### config.mk
export PLATFORM = sky130hd
export DESIGN_NAME = video_timing
export DESIGN_NICKNAME = d
export VERILOG_FILES = /design/src/rtl/video_pkg.sv /design/src/rtl/ce_divider.sv /design/src/rtl/video_timing.sv
export SDC_FILE = /design/constraint.sdc
export NUM_CORES = 1
export LEC_CHECK = 0
export CAP_MARGIN = 20
export CORE_MARGIN = 2
export CORE_UTILIZATION = 30
export CTS_BUF_LIST = sky130_fd_sc_hd__clkbuf_4 sky130_fd_sc_hd__clkbuf_8
export DETAILED_ROUTE_END_ITERATION = 16
export DONT_BUFFER_PORTS = 1
export PLACE_DENSITY_LB_ADDON = 0.15
export SLEW_MARGIN = 10
export SYNTH_ARGS = -nofsm -noshare
export SYNTH_HDL_FRONTEND = slang
export SYNTH_HIERARCHICAL = 1
export SYNTH_SLANG_ARGS = --single-unit
### constraint.sdc
create_clock -name clk_sys -period 3.9 [get_ports clk_sys]
set_clock_uncertainty 0.05 [all_clocks]
set_input_delay 0.585 -clock clk_sys [delete_from_list [all_inputs] [get_ports clk_sys]]
set_output_delay 0.585 -clock clk_sys [all_outputs]
set_load 0.02 [all_outputs]
### src/rtl/video_pkg.sv
// Shared timing constants, count type and window-compare helper for the video timing generator.
package video_pkg;

    localparam int H_VISIBLE   = 256;
    localparam int V_VIS_START = 16;
    localparam int V_VIS_END   = 240;
    localparam int HS_START    = 304;
    localparam int HS_WIDTH    = 32;
    localparam int VS_START    = 248;
    localparam int VS_WIDTH    = 4;

    typedef logic [8:0] count_t;

    // True when pos lies in [start+offs, start+offs+width-1]; 10-bit signed math keeps shifted bounds from wrapping.
    function automatic logic in_window(input count_t pos, input logic [3:0] offs,
                                       input int start, input int width);
        logic signed [9:0] p;
        logic signed [9:0] lo;
        logic signed [9:0] hi;
        p  = $signed({1'b0, pos});
        lo = $signed(10'(start)) + $signed({{6{offs[3]}}, offs});
        hi = lo + $signed(10'(width - 1));
        return (p >= lo) && (p <= hi);
    endfunction

endpackage

### src/rtl/ce_divider.sv
// Divides clk_sys down to a one-cycle pixel clock enable.
module ce_divider #(
    parameter int CE_DIV = 8
) (
    input  logic clk_sys,
    input  logic reset_n,
    output logic ce_pix
);

    localparam logic [3:0] DIV_LAST = 4'(CE_DIV - 1);

    logic [3:0] div_q;
    logic [3:0] div_d;

    always_comb begin
        div_d = div_q + 4'd1;
        if (div_q == DIV_LAST) begin
            div_d = 4'd0;
        end
    end

    always_ff @(posedge clk_sys or negedge reset_n) begin
        if (!reset_n) begin
            div_q <= 4'd0;
        end else begin
            div_q <= div_d;
        end
    end

    assign ce_pix = (div_q == DIV_LAST);

endmodule

### src/rtl/video_timing.sv
// Raster counters, blanking, offsettable syncs and a frame pulse, all advancing on the pixel enable.
module video_timing
    import video_pkg::*;
#(
    parameter int CE_DIV  = 8,
    parameter int H_TOTAL = 384,
    parameter int V_TOTAL = 264
) (
    input  logic       clk_sys,
    input  logic       reset_n,
    input  logic [3:0] hoffs,
    input  logic [3:0] voffs,
    output logic       ce_pix,
    output logic [8:0] hcount,
    output logic [8:0] vcount,
    output logic       hb,
    output logic       vb,
    output logic       hs,
    output logic       vs,
    output logic       frame
);

    localparam count_t H_LAST  = 9'(H_TOTAL - 1);
    localparam count_t V_LAST  = 9'(V_TOTAL - 1);
    localparam count_t V_FRAME = 9'(V_VIS_END - 1);

    count_t     hcount_q, hcount_d;
    count_t     vcount_q, vcount_d;
    logic       hb_q, hb_d;
    logic       vb_q, vb_d;
    logic       hs_q, hs_d;
    logic       vs_q, vs_d;
    logic [3:0] hoffs_q, hoffs_d;
    logic [3:0] voffs_q, voffs_d;
    logic       h_last;
    logic       v_last;

    ce_divider #(.CE_DIV(CE_DIV)) u_ce_divider (
        .clk_sys (clk_sys),
        .reset_n (reset_n),
        .ce_pix  (ce_pix)
    );

    assign h_last = (hcount_q == H_LAST);
    assign v_last = (vcount_q == V_LAST);

    always_comb begin
        hcount_d = hcount_q;
        vcount_d = vcount_q;
        hb_d     = hb_q;
        vb_d     = vb_q;
        hs_d     = hs_q;
        vs_d     = vs_q;
        hoffs_d  = hoffs_q;
        voffs_d  = voffs_q;
        if (ce_pix) begin
            hcount_d = h_last ? 9'd0 : hcount_q + 9'd1;
            if (h_last) begin
                vcount_d = v_last ? 9'd0 : vcount_q + 9'd1;
            end
            // Offsets only move at the frame boundary so a frame never tears.
            if (h_last && v_last) begin
                hoffs_d = hoffs;
                voffs_d = voffs;
            end
            // Decoded from the next count so outputs line up with the counter they describe.
            hb_d = (hcount_d >= 9'(H_VISIBLE));
            vb_d = (vcount_d < 9'(V_VIS_START)) || (vcount_d >= 9'(V_VIS_END));
            hs_d = in_window(hcount_d, hoffs_d, HS_START, HS_WIDTH);
            vs_d = in_window(vcount_d, voffs_d, VS_START, VS_WIDTH);
        end
    end

    always_ff @(posedge clk_sys or negedge reset_n) begin
        if (!reset_n) begin
            hcount_q <= 9'd0;
            vcount_q <= 9'd0;
            hb_q     <= 1'b0;
            vb_q     <= 1'b1;
            hs_q     <= 1'b0;
            vs_q     <= 1'b0;
            hoffs_q  <= 4'd0;
            voffs_q  <= 4'd0;
        end else begin
            hcount_q <= hcount_d;
            vcount_q <= vcount_d;
            hb_q     <= hb_d;
            vb_q     <= vb_d;
            hs_q     <= hs_d;
            vs_q     <= vs_d;
            hoffs_q  <= hoffs_d;
            voffs_q  <= voffs_d;
        end
    end

    assign hcount = hcount_q;
    assign vcount = vcount_q;
    assign hb     = hb_q;
    assign vb     = vb_q;
    assign hs     = hs_q;
    assign vs     = vs_q;
    // The frame pulse is the enable cycle that carries the counters onto hcount=0, vcount=240.
    assign frame  = ce_pix && h_last && (vcount_q == V_FRAME);

endmodule

==> summary.md <==
The flow ran to the end, and the final reports show no timing, DRC or antenna violations. The kind of end point of the critical path was a flip-flop. The clock passes through at most 2 buffers. The startpoint-to-endpoint class of the critical path was flip-flop to flip-flop.

STA classifies the critical path startpoint as a flip-flop. The floorplan has 33 rows. For this block, the initial DRC count from the detailed router was 78. Final total negative setup slack: 0 ps. Across the VDD grid, the largest voltage drop is 0.0949 mV. The clock tree synthesis step divided the H-tree into 2 levels. The tools report the remaining design rule violation count as 0. The layout has 867 filler cells. The power density of the placed cells was 212 mW/mm2. Among all cell types in the netlist, the one instantiated most often is dfrtp_1. The number of clock buffers added by TritonCTS is 5. The depth of the worst register-to-register path was 14; the leakage power was 1.33 nW. The final clock period utilization by the worst path was 91.5%.

The total overflow reported by the global router was 0; the number of setup buffers added after CTS was 0. The final layout contains routed wiring with a total length of 6150 um. Yosys attributes the largest share of cell area to dfrtp_1 31%, ha_1 14%, xnor2_1 4.5%. The logs give 290 ps for the source-to-sink clock delay at the later pin of the worst-skew pair and 0 for the initial antenna violation count.

The tools report the root buffer cell as clkbuf_8. The number of vias per cell after detailed routing was 5.16; the number of buffers inserted by port buffering was 0. Compared with the post-synthesis result, the final layout area differs by 13.3%. Launch point of the worst path: vcount[5]. After synthesis, the most frequently instantiated cells are 32 x dfrtp_1, 28 x ha_1, 26 x nor2_1, 17 x a21oi_1, 17 x nand2_1. For the number of global-route vias before repair, the log shows 2,047. The maximum net fanout on the critical path is 7. Data arrives at the worst endpoint at 3700 ps. The die covers 0.00924 mm2. The count of final max-slew check failures was 0. The repair_antennas step left the layout with diodes totalling 0. The chip height came out at 96.2 um.

The minimum clock period after layout is 3570 ps. The tools report the final-stage net count as 321. The synthesized design contains 0 enable-type register cells. For the routability congestion estimate from global placement, the log shows 0.749.

The count of nets left with antenna violations once routing finished came out at 0. The endpoint identified for the worst register-to-register timing path is vs. Across the whole layout, storage elements account for 827 um2.

Setup violations remaining at the end of the flow were counted as 0. The wire length of the first global-routing pass is 10,300 um. The initial utilization of the core area, before any placement, comes to 31.0%. Setup repair after global routing left no endpoint under its margin. The mean instance size in the synthesized netlist is 9.58 um2, and the required time at the endpoint of the critical path is 4030 ps. During synthesis, Yosys emitted a total of 6 warnings. The half-perimeter wire length after placement was 4670 um. The mapped netlist covers 0.00255 mm2. The logs give 266 for the number of instances in the synthesized netlist and 330 ps for the worst setup slack for register-to-register paths. The largest net degree at the start of global routing came out at 41. In the final layout, the share of cells above drive strength 1 is 19.4%.

The synthesized design spends more area on one cell type than any other, namely dfrtp_1. The tools report the startpoint of the lowest-slack register-to-register path as vcount[5]. Hold is met by 76.3 ps.

The core region is 0.00822 mm2. Of the post-synthesis cell area, the dominant cell type holds 31.4%. For the area of combinational cells with multiple inputs, the log shows 0.00161 mm2. The commonest register cell after synthesis was dfrtp_1. Counting flops and latches in the post-synthesis netlist gives 33. The total count of hold-check failures in the final report was 0; the first-pass detailed-route iteration total was 4. The tree built by TritonCTS fans out to 33 sinks. TritonCTS built the clock tree.

Pin placement for this block handled 34 I/O pins. Across every metal layer, demand over resource in global routing totals 14.5%. The path class of the tightest hold or removal check is input port to asynchronous set/reset pin. The run gives 63 as the count of different cell masters after synthesis. Across all layers, the routed design uses 2,006 vias.

The width of the chip was 96.2 um. Of the synthesized area, sequential elements account for 32.5%. The run gives 304 as the synthesized netlist net count. In the final routed layout, each cell accounts on average for 15.8 um. Timing would allow up to 0.280 GHz. Clock-pin slew was measured on the worst setup and hold paths at 80 ps. Async set or reset register ratio after synthesis: 100%. Max-cap violations in this run came to 0.
where the power goes:
group	leakage, nW	switching (mW)	internal, mW
combinational	0.885	0.00734	0.00310
sequential	0.401	0	0.342
clock	0.0439	0.136	0.123
total	1.33	0.143	0.468
through the flow:
stage	util (%)	std cells	total power [mW]	area (um2)	setup slack [ps]
after CTS	35.1	389	0.630	2890	301
after floorplan	-	266	0.350	2550	289
after global placement	33.8	380	0.350	2780	376
final	35.1	389	0.612	2890	330
after global routing	35.1	389	0.647	2890	0.403
after detailed placement	33.8	380	0.350	2780	322
kinds of logic (layout without fill, tap and decap cells):
logic type / count (synthesis) / count (layout) / synth area share (%)
simple gates: 89 / 89 / 19.9
compound gates: 51 / 51 / 13.1
flops: 33 / 33 / 32.5
fa+ha+maj: 28 / 28 / 13.8
xor+xnor: 25 / 25 / 8.60
buf+inv: 24 / 42 / 4.17
mux: 15 / 15 / 7.91
other cells: 1 / 1 / 0.147
flip-flops by register name, summed over array words and instances (netlist names):
signal              count
hcount                  9
vcount                  9
hoffs_q                 4
u_ce_divider/div_q      4
voffs_q                 4
hs                      1
vb                      1
vs                      1
critical path, cell delays in order (launching register included):
cell       delay (ps)
dfrtp_1           380
or4b_4            550
nor3_4            300
a21boi_0          220
nor2_1            330
a21oi_2           130
ha_1              280
inv_1              40
ha_1              280
and4_1            200
o21ai_0            90
o2111ai_1         120
a21oi_1           110
o211a_1           120
a221o_1           250
area by class of cell:
type / count / share of cell area (%)
clock inverters: 3 / 0.607
multi-input cells: 209 / 55.9
well taps: 105 / 4.55
flip-flops and latches: 33 / 28.7
clock buffers: 5 / 2.39
repair buffers: 23 / 6.42
inverters: 11 / 1.43
repair_timing:
action                                 4_1_cts  5_1_grt
hold buffers                                 1        0
endpoints found under the hold margin       32        0
setup endpoints to repair                    0        1
gates resized for setup                      0        0
cell usage in the layout (no fill, tap or decap), drive strengths merged, types with 2 or more instances in the layout:
master,count
inv,11
and4,2
and3,2
nor2b,2
clkbuf,5
mux2,5
o21ai,9
nand3,11
a211oi,2
mux2i,10
clkinv,2
xnor2,13
and2,4
dfrtp,32
xor2,12
nand4,6
a21boi,2
a21o,3
ha,28
o21a,2
nand2,18
nor2,26
nand4b,2
buf,23
nor3,5
a21oi,18
nor4,4
o2111ai,2
worst max path at each step:
stage          endpoint  cells after the start  slack [ps]
3_3_place_gp         vs                     14         380
4_1_cts              vs                     15         300
5_1_grt              hs                     12         0.4
3_5_place_dp         hs                     12         320
6_report             vs                     14         330
2_1_floorplan        vs                     14         290
per-layer routing:
metal / part of all wire [%] / track usage (%) / up-vias
met5: 0 / 0 / -
met2: 47 / 24.9 / 45
met1: 47 / 18.2 / 964
li1: - / - / 990
met4: 0.88 / 3.21 / 0
met3: 5.4 / 3.76 / 7
Power figures use the tool's default switching activity.
